**src/rtl/alu_arbiter_if.sv**
```systemverilog
// ----------------------------------------------------------------------------
// alu_arbiter_if
//   Bundles every signal between the ALU arbiter and its surroundings: the
//   two requester ports (request + response slot), the shared ALU, and the
//   architectural flags.
//
//   Port 0 (main execute path)
//     req0_valid/ready, req0_ops[2:0], req0_src1[15:0], req0_src0[15:0],
//     req0_shamt[3:0], req0_flag_en; rsp0_valid/ready, rsp0_dst[15:0]
//   Port 1 (auxiliary unit)
//     same as port 0 without flag_en
//   ALU side
//     alu_ops/src1/src0/shamt out of the arbiter; alu_dst/ov/zr/n back in
//   Flags
//     flag_ov/zr/n driven by the arbiter
//
//   Modports: slave = the arbiter, master = the environment (requesters,
//   response consumers and the ALU itself).
// ----------------------------------------------------------------------------
interface alu_arbiter_if;

    // Port 0
    logic        req0_valid;
    logic        req0_ready;
    logic [2:0]  req0_ops;
    logic [15:0] req0_src1;
    logic [15:0] req0_src0;
    logic [3:0]  req0_shamt;
    logic        req0_flag_en;
    logic        rsp0_valid;
    logic        rsp0_ready;
    logic [15:0] rsp0_dst;

    // Port 1
    logic        req1_valid;
    logic        req1_ready;
    logic [2:0]  req1_ops;
    logic [15:0] req1_src1;
    logic [15:0] req1_src0;
    logic [3:0]  req1_shamt;
    logic        rsp1_valid;
    logic        rsp1_ready;
    logic [15:0] rsp1_dst;

    // Shared ALU
    logic [2:0]  alu_ops;
    logic [15:0] alu_src1;
    logic [15:0] alu_src0;
    logic [3:0]  alu_shamt;
    logic [15:0] alu_dst;
    logic        alu_ov;
    logic        alu_zr;
    logic        alu_n;

    // Architectural flags
    logic        flag_ov;
    logic        flag_zr;
    logic        flag_n;

    modport slave (
        input  req0_valid, req0_ops, req0_src1, req0_src0, req0_shamt, req0_flag_en,
        output req0_ready,
        output rsp0_valid, rsp0_dst,
        input  rsp0_ready,
        input  req1_valid, req1_ops, req1_src1, req1_src0, req1_shamt,
        output req1_ready,
        output rsp1_valid, rsp1_dst,
        input  rsp1_ready,
        output alu_ops, alu_src1, alu_src0, alu_shamt,
        input  alu_dst, alu_ov, alu_zr, alu_n,
        output flag_ov, flag_zr, flag_n
    );

    modport master (
        output req0_valid, req0_ops, req0_src1, req0_src0, req0_shamt, req0_flag_en,
        input  req0_ready,
        input  rsp0_valid, rsp0_dst,
        output rsp0_ready,
        output req1_valid, req1_ops, req1_src1, req1_src0, req1_shamt,
        input  req1_ready,
        input  rsp1_valid, rsp1_dst,
        output rsp1_ready,
        input  alu_ops, alu_src1, alu_src0, alu_shamt,
        output alu_dst, alu_ov, alu_zr, alu_n,
        input  flag_ov, flag_zr, flag_n
    );

endinterface

```
**src/rtl/alu_arbiter.sv**
```systemverilog
// ----------------------------------------------------------------------------
// alu_arbiter
//   Shares one 16-bit combinational ALU between two requesters. One op is
//   granted per cycle, the granted port's operands are driven to the ALU in
//   the same cycle, and the ALU result is registered into that port's
//   single-entry response slot. Also owns the architectural flag register
//   (ov/zr/n), which only port-0 ops with flag_en may update.
//
// Parameters
//   PRIO_MODE  0 = round-robin between ports, 1 = fixed priority (port 0 wins)
//
// Ports
//   clk   clock, all state updates on the rising edge
//   rst   synchronous, active-high reset
//   bus   alu_arbiter_if.slave: request/response ports, ALU, flags
// ----------------------------------------------------------------------------
module alu_arbiter #(
    parameter int unsigned PRIO_MODE = 0
) (
    input  logic          clk,
    input  logic          rst,
    alu_arbiter_if.slave  bus
);

    localparam bit FixedPrio = (PRIO_MODE != 0);

    typedef enum logic [2:0] {
        OpAdd = 3'b000,
        OpSub = 3'b001,
        OpAnd = 3'b010,
        OpNor = 3'b011,
        OpSll = 3'b100,
        OpSrl = 3'b101,
        OpLhb = 3'b110,
        OpSra = 3'b111
    } alu_op_e;

    // ------------------------------------------------------------------------
    // State
    // ------------------------------------------------------------------------
    logic        last_grant_q, last_grant_d;  // 1 = port 1 was granted last
    logic        rsp0_valid_q, rsp0_valid_d;
    logic [15:0] rsp0_dst_q,   rsp0_dst_d;
    logic        rsp1_valid_q, rsp1_valid_d;
    logic [15:0] rsp1_dst_q,   rsp1_dst_d;
    logic        flag_ov_q,    flag_ov_d;
    logic        flag_zr_q,    flag_zr_d;
    logic        flag_n_q,     flag_n_d;

    // ------------------------------------------------------------------------
    // Eligibility and grant
    // ------------------------------------------------------------------------
    logic elig0;
    logic elig1;
    logic grant0;
    logic grant1;

    // A port may issue only if its slot is free or is being drained this
    // cycle, so each port has at most one result outstanding.
    assign elig0 = bus.req0_valid & (~rsp0_valid_q | bus.rsp0_ready);
    assign elig1 = bus.req1_valid & (~rsp1_valid_q | bus.rsp1_ready);

    always_comb begin
        grant0 = 1'b0;
        grant1 = 1'b0;
        // Nothing is accepted while reset is asserted.
        if (!rst) begin
            if (elig0 && elig1) begin
                // Round-robin: the port that was not granted last wins the tie.
                if (FixedPrio || last_grant_q) begin
                    grant0 = 1'b1;
                end else begin
                    grant1 = 1'b1;
                end
            end else begin
                grant0 = elig0;
                grant1 = elig1;
            end
        end
    end

    assign bus.req0_ready = grant0;
    assign bus.req1_ready = grant1;

    // ------------------------------------------------------------------------
    // ALU operand mux; idle ALU inputs are forced to zero
    // ------------------------------------------------------------------------
    always_comb begin
        bus.alu_ops   = 3'b000;
        bus.alu_src1  = 16'h0000;
        bus.alu_src0  = 16'h0000;
        bus.alu_shamt = 4'h0;
        if (grant0) begin
            bus.alu_ops   = bus.req0_ops;
            bus.alu_src1  = bus.req0_src1;
            bus.alu_src0  = bus.req0_src0;
            bus.alu_shamt = bus.req0_shamt;
        end else if (grant1) begin
            bus.alu_ops   = bus.req1_ops;
            bus.alu_src1  = bus.req1_src1;
            bus.alu_src0  = bus.req1_src0;
            bus.alu_shamt = bus.req1_shamt;
        end
    end

    // ------------------------------------------------------------------------
    // Next-state: grant history and response slots
    // ------------------------------------------------------------------------
    always_comb begin
        last_grant_d = last_grant_q;
        if (grant0) begin
            last_grant_d = 1'b0;
        end else if (grant1) begin
            last_grant_d = 1'b1;
        end
    end

    // A grant always (re)loads the slot, which covers the drain-and-reload
    // case and keeps one op per cycle per port sustainable.
    always_comb begin
        rsp0_valid_d = rsp0_valid_q;
        rsp0_dst_d   = rsp0_dst_q;
        if (grant0) begin
            rsp0_valid_d = 1'b1;
            rsp0_dst_d   = bus.alu_dst;
        end else if (rsp0_valid_q && bus.rsp0_ready) begin
            rsp0_valid_d = 1'b0;
        end
    end

    always_comb begin
        rsp1_valid_d = rsp1_valid_q;
        rsp1_dst_d   = rsp1_dst_q;
        if (grant1) begin
            rsp1_valid_d = 1'b1;
            rsp1_dst_d   = bus.alu_dst;
        end else if (rsp1_valid_q && bus.rsp1_ready) begin
            rsp1_valid_d = 1'b0;
        end
    end

    // ------------------------------------------------------------------------
    // Next-state: architectural flags (port 0 only)
    // ------------------------------------------------------------------------
    always_comb begin
        flag_ov_d = flag_ov_q;
        flag_zr_d = flag_zr_q;
        flag_n_d  = flag_n_q;
        if (grant0 && bus.req0_flag_en) begin
            unique case (alu_op_e'(bus.req0_ops))
                OpAdd, OpSub: begin
                    flag_ov_d = bus.alu_ov;
                    flag_zr_d = bus.alu_zr;
                    flag_n_d  = bus.alu_n;
                end
                OpAnd, OpNor, OpSll, OpSrl, OpSra: begin
                    flag_zr_d = bus.alu_zr;
                end
                OpLhb: begin
                    // Load-high-byte never affects the flags.
                end
                default: begin
                end
            endcase
        end
    end

    // ------------------------------------------------------------------------
    // Registers
    // ------------------------------------------------------------------------
    always_ff @(posedge clk) begin
        if (rst) begin
            last_grant_q <= 1'b1;  // port 0 wins the first round-robin tie
            rsp0_valid_q <= 1'b0;
            rsp0_dst_q   <= 16'h0000;
            rsp1_valid_q <= 1'b0;
            rsp1_dst_q   <= 16'h0000;
            flag_ov_q    <= 1'b0;
            flag_zr_q    <= 1'b0;
            flag_n_q     <= 1'b0;
        end else begin
            last_grant_q <= last_grant_d;
            rsp0_valid_q <= rsp0_valid_d;
            rsp0_dst_q   <= rsp0_dst_d;
            rsp1_valid_q <= rsp1_valid_d;
            rsp1_dst_q   <= rsp1_dst_d;
            flag_ov_q    <= flag_ov_d;
            flag_zr_q    <= flag_zr_d;
            flag_n_q     <= flag_n_d;
        end
    end

    assign bus.rsp0_valid = rsp0_valid_q;
    assign bus.rsp0_dst   = rsp0_dst_q;
    assign bus.rsp1_valid = rsp1_valid_q;
    assign bus.rsp1_dst   = rsp1_dst_q;
    assign bus.flag_ov    = flag_ov_q;
    assign bus.flag_zr    = flag_zr_q;
    assign bus.flag_n     = flag_n_q;

endmodule

```
**src/flat_wrapper.sv**
```systemverilog
// flat-port wrapper written by rule: the top's interface ports become plain ports
module alu_arbiter_flat 
#(
    parameter int unsigned PRIO_MODE = 0
)
  (clk, rst, bus_req0_valid, bus_req0_ops, bus_req0_src1, bus_req0_src0, bus_req0_shamt, bus_req0_flag_en, bus_req0_ready, bus_rsp0_valid, bus_rsp0_dst, bus_rsp0_ready, bus_req1_valid, bus_req1_ops, bus_req1_src1, bus_req1_src0, bus_req1_shamt, bus_req1_ready, bus_rsp1_valid, bus_rsp1_dst, bus_rsp1_ready, bus_alu_ops, bus_alu_src1, bus_alu_src0, bus_alu_shamt, bus_alu_dst, bus_alu_ov, bus_alu_zr, bus_alu_n, bus_flag_ov, bus_flag_zr, bus_flag_n);
  alu_arbiter_if bus_i ();
  input  logic clk;
  input  logic rst;
  input wire logic [$bits(bus_i.req0_valid)-1:0] bus_req0_valid;
  input wire logic [$bits(bus_i.req0_ops)-1:0] bus_req0_ops;
  input wire logic [$bits(bus_i.req0_src1)-1:0] bus_req0_src1;
  input wire logic [$bits(bus_i.req0_src0)-1:0] bus_req0_src0;
  input wire logic [$bits(bus_i.req0_shamt)-1:0] bus_req0_shamt;
  input wire logic [$bits(bus_i.req0_flag_en)-1:0] bus_req0_flag_en;
  output wire logic [$bits(bus_i.req0_ready)-1:0] bus_req0_ready;
  output wire logic [$bits(bus_i.rsp0_valid)-1:0] bus_rsp0_valid;
  output wire logic [$bits(bus_i.rsp0_dst)-1:0] bus_rsp0_dst;
  input wire logic [$bits(bus_i.rsp0_ready)-1:0] bus_rsp0_ready;
  input wire logic [$bits(bus_i.req1_valid)-1:0] bus_req1_valid;
  input wire logic [$bits(bus_i.req1_ops)-1:0] bus_req1_ops;
  input wire logic [$bits(bus_i.req1_src1)-1:0] bus_req1_src1;
  input wire logic [$bits(bus_i.req1_src0)-1:0] bus_req1_src0;
  input wire logic [$bits(bus_i.req1_shamt)-1:0] bus_req1_shamt;
  output wire logic [$bits(bus_i.req1_ready)-1:0] bus_req1_ready;
  output wire logic [$bits(bus_i.rsp1_valid)-1:0] bus_rsp1_valid;
  output wire logic [$bits(bus_i.rsp1_dst)-1:0] bus_rsp1_dst;
  input wire logic [$bits(bus_i.rsp1_ready)-1:0] bus_rsp1_ready;
  output wire logic [$bits(bus_i.alu_ops)-1:0] bus_alu_ops;
  output wire logic [$bits(bus_i.alu_src1)-1:0] bus_alu_src1;
  output wire logic [$bits(bus_i.alu_src0)-1:0] bus_alu_src0;
  output wire logic [$bits(bus_i.alu_shamt)-1:0] bus_alu_shamt;
  input wire logic [$bits(bus_i.alu_dst)-1:0] bus_alu_dst;
  input wire logic [$bits(bus_i.alu_ov)-1:0] bus_alu_ov;
  input wire logic [$bits(bus_i.alu_zr)-1:0] bus_alu_zr;
  input wire logic [$bits(bus_i.alu_n)-1:0] bus_alu_n;
  output wire logic [$bits(bus_i.flag_ov)-1:0] bus_flag_ov;
  output wire logic [$bits(bus_i.flag_zr)-1:0] bus_flag_zr;
  output wire logic [$bits(bus_i.flag_n)-1:0] bus_flag_n;
  assign bus_i.req0_valid = bus_req0_valid;
  assign bus_i.req0_ops = bus_req0_ops;
  assign bus_i.req0_src1 = bus_req0_src1;
  assign bus_i.req0_src0 = bus_req0_src0;
  assign bus_i.req0_shamt = bus_req0_shamt;
  assign bus_i.req0_flag_en = bus_req0_flag_en;
  assign bus_req0_ready = bus_i.req0_ready;
  assign bus_rsp0_valid = bus_i.rsp0_valid;
  assign bus_rsp0_dst = bus_i.rsp0_dst;
  assign bus_i.rsp0_ready = bus_rsp0_ready;
  assign bus_i.req1_valid = bus_req1_valid;
  assign bus_i.req1_ops = bus_req1_ops;
  assign bus_i.req1_src1 = bus_req1_src1;
  assign bus_i.req1_src0 = bus_req1_src0;
  assign bus_i.req1_shamt = bus_req1_shamt;
  assign bus_req1_ready = bus_i.req1_ready;
  assign bus_rsp1_valid = bus_i.rsp1_valid;
  assign bus_rsp1_dst = bus_i.rsp1_dst;
  assign bus_i.rsp1_ready = bus_rsp1_ready;
  assign bus_alu_ops = bus_i.alu_ops;
  assign bus_alu_src1 = bus_i.alu_src1;
  assign bus_alu_src0 = bus_i.alu_src0;
  assign bus_alu_shamt = bus_i.alu_shamt;
  assign bus_i.alu_dst = bus_alu_dst;
  assign bus_i.alu_ov = bus_alu_ov;
  assign bus_i.alu_zr = bus_alu_zr;
  assign bus_i.alu_n = bus_alu_n;
  assign bus_flag_ov = bus_i.flag_ov;
  assign bus_flag_zr = bus_i.flag_zr;
  assign bus_flag_n = bus_i.flag_n;
  alu_arbiter #(.PRIO_MODE(PRIO_MODE)) u_core (.clk(clk), .rst(rst), .bus(bus_i));
endmodule
```
**config.mk**
```make
export PLATFORM = sky130hd
export DESIGN_NAME = alu_arbiter_flat
export DESIGN_NICKNAME = d
export VERILOG_FILES = /design/src/rtl/alu_arbiter_if.sv /design/src/rtl/alu_arbiter.sv /design/src/flat_wrapper.sv
export SDC_FILE = /design/constraint.sdc
export NUM_CORES = 1
export LEC_CHECK = 0
export CORE_MARGIN = 4
export CORE_UTILIZATION = 34
export CTS_CLUSTER_SIZE = 12
export DETAILED_ROUTE_END_ITERATION = 7
export PLACE_DENSITY = 0.83
export REMOVE_ABC_BUFFERS = 1
export SLEW_MARGIN = 30
export SYNTH_ARGS = -nofsm -noshare
export SYNTH_HDL_FRONTEND = slang
export SYNTH_SLANG_ARGS = --single-unit
```
**constraint.sdc**
```tcl
create_clock -name clk -period 2.4 [get_ports clk]
set_input_delay 0.48 -clock clk [delete_from_list [all_inputs] [get_ports clk]]
set_output_delay 0.48 -clock clk [all_outputs]
set_load 0.05 [all_outputs]
```
==> qor.yml <==
cts.sinks: 38
numCtsBuffers: 5
antenna_found_initial: 1
crit_slowest_cell: "a311oi_4"
drc: 0
rows: 30
synthFlopType: "dfxtp_1"
grt_max_degree: 31
cp-end-kind: "output pin"
grt_pass1_vias: 2790
path_max_fanout: 7
drive_above_1_share: 0.3798
htreeDepth: 2
dp.cells: 520
hold_viol: 0
ys_warn_count: 0
p_per_area_nw_per_um2: 476.8
critical_path_buf_inv_count: 5
cp_data_arrival_time_ns: 1.86
startpoint_type: "input port"
whs_ns: 0.4596
clkPwrFrac: 0.186
seq_power_share: 0.292
grt_pass1_wl_mm: 14.74
slew_viol_final: 0
rr_startpoint: "u_core.bus.rsp0_valid$_SDFFE_PP0P_"
finalCritPeriodShare: 0.9759
syn_avg_cell_area_sq_um: 9.527
ys_ff_latch: 38
syn-cell-area_sq_um: 2372
area_growth_pct: 112.8
drv_cap: 0
synthArstFlopShare: 0
ctsHoldBuffers: 0
drtAntennaViolNets: 0
fmax_mhz: 427.0
combPwrFrac: 0.522
sw_frac_of_total: 0.3707
hpwl_mm: 6.994
synth_cell_types: 33
finalSetupViolations: 0
routed_wl_mm: 9.509
hp-start: "u_core.bus.rsp1_dst[6]$_SDFFE_PP0N_"
ios: 182
gp_congestion: 0.8454
final_common_cell: "clkdlybuf4s50_1"
core_area_sq_um: 6794
die_area_sq_um: 8378
slowest_delay_ns: 0.34
firstDrtPassIters: 4
p_switching_uw: 892.1
final_cell_mix: "135 x clkdlybuf4s50_1, 47 x buf_12, 37 x a22oi_2, 37 x nor2_2, 36 x dfxtp_1"
routed_via_density: 4.858
drtIter0Drc: 49
cts_tree: "done"
insertion_delay_ns: 0.28
p_int_mw: 1.514
cpLargestDelayFamily: "buffers and inverters"
crit_top_cell: "buf_12"
worst_ep_required_time_ns: 1.92
num_vias: 2633
cts_buffer_depth: 2
root_buffer: "clkbuf_8"
start_util: 0.3492
slew_headroom: 0.6388
path_clk_slew_ns: 0.07
r2r_setup_slack_ns: 0.74
wl_per_cell_um: 17.54
ys_seq_area_frac: 0.3207
io_buffer_count: 181
status: "completed"
layout.nets: 549
power.leakage_nw: 1.921
max_slew.worst_pin.slew_ns: 0.5401
grt.overflow.total: 0
die_y_um: 91.53
fin_cells: 542
vdd_drop_max_mv: 0.3119
hold_path_class: "register to register"
synth-edff-count: 0
period_needed_ns: 2.342
crit_chain: "buf_2, nand2b_4, a311oi_4, buf_6, buf_12, buf_8, a22oi_2, nor2_2, buf_12"
clock_skew_ns: 0.003096
netlist_instances: 249
worstSetupPathType: "input port to output pin"
die_x_um: 91.53
rsz0062_at_grt: "true"
grtUsageTotal: 0.2224
cp-startpoint: "bus_rsp0_ready"
==> final cells by class <==
class                           instances  area, sq um
Timing Repair Buffer                  209         2577
Fill cell                             486         1747
Multi-Input combinational cell        185         1474
Sequential cell                        38        763.2
Tap cell                               96        120.1
Clock buffer                            7        86.33
Inverter                                5        18.77
Clock inverter                          1        5.005
Antenna cell                            1        2.502
==> per-layer routing <==
| metal | GRT usage | vias up | wire (um) |
|---|---|---|---|
| met4 | 0.05653 | 0 | 181 |
| met3 | 0.05634 | 15 | 570 |
| met5 | 0 | - | 0 |
| met2 | 0.4394 | 96 | 5196 |
| met1 | 0.2276 | 1268 | 3560 |
| li1 | - | 1254 | - |
==> power groups by stage <==
| stage | Sequential, mW | Combinational (mW) | Clock [mW] |
|---|---|---|---|
| after floorplan | 0.863 | 0.414 | 0 |
| after global placement | 0.712 | 1.16 | 0 |
| after detailed placement | 0.715 | 1.17 | 0 |
| after CTS | 0.701 | 1.24 | 0.463 |
| after global routing | 0.708 | 1.31 | 0.482 |
| final | 0.702 | 1.26 | 0.448 |
==> worst paths after layout <==
kind,cells after the start,endpoint
worst max-delay path,9,bus_alu_ops[1]
worst min register to register,2,u_core.bus.rsp1_dst[6]$_SDFFE_PP0N_
worst min-delay path,2,u_core.bus.rsp1_dst[6]$_SDFFE_PP0N_
worst max register to register,6,u_core.bus.rsp0_dst[15]$_SDFFE_PP0P_
==> through the flow <==
stage / total power [mW] / setup WS [ns] / setup TNS, ns / instance area (sq um) / utilization
after global placement: 1.867 / -0.2410 / -6.169 / 4706 / 0.6926
after detailed placement: 1.885 / -0.2649 / -6.923 / 4706 / 0.6926
final: 2.406 / 0.05790 / 0 / 5047 / 0.7429
after CTS: 2.408 / 0.02030 / 0 / 4992 / 0.7348
after floorplan: 1.277 / -1.641 / -63.44 / 2215 / -
after global routing: 2.497 / -0.02160 / -0.08211 / 5047 / 0.7429
==> Yosys cell counts (3+ instances only) <==
cell	instances	share of area
buf_2	5	0.011
dfxtp_1	38	0.32
buf_6	9	0.043
a22oi_2	34	0.18
a21oi_2	6	0.022
a21oi_1	11	0.023
nor2_1	6	0.0095
mux2i_1	3	0.013
inv_1	5	0.0079
o21ai_0	3	0.0063
clkbuf_1	4	0.0063
nand2b_1	7	0.018
nor2b_1	16	0.042
mux2_1	15	0.071
a22oi_1	5	0.016
nand2_1	32	0.051
nor2_2	34	0.090
==> worst register-to-register path, stage by stage (launching register included) <==
cell	delay [ns]
dfxtp_2	0.36
nand2b_4	0.07
buf_4	0.15
and2_1	0.23
nand2_4	0.11
buf_4	0.26
mux2_2	0.38
==> registers in the layout, summed over array words and instances, names as in the netlist <==
register and flops:
u_core.bus.flag_zr 1, u_core.bus.rsp1_dst 16, u_core.last_grant_q 1, u_core.bus.rsp0_dst 16
u_core.bus.flag_n 1, u_core.bus.rsp1_valid 1, u_core.bus.flag_ov 1, u_core.bus.rsp0_valid 1
==> what timing repair did <==
item / CTS / global route
buffers inserted: 6 / 4
resized for setup: 25 / 8
cloned: 3 / 0
endpoints found under the setup margin: 40 / 25
pin swaps: 9 / 10
==> kinds of logic after synthesis <==
logic type      Yosys count  share of synthesized area
simple gates            101                     0.2321
mux                      19                    0.08861
flops                    38                     0.3207
buf+inv                  26                    0.07436
compound gates           64                     0.2790
fa+ha+maj                 1                   0.005273
Note: power is estimated with default switching activity, not from simulation.
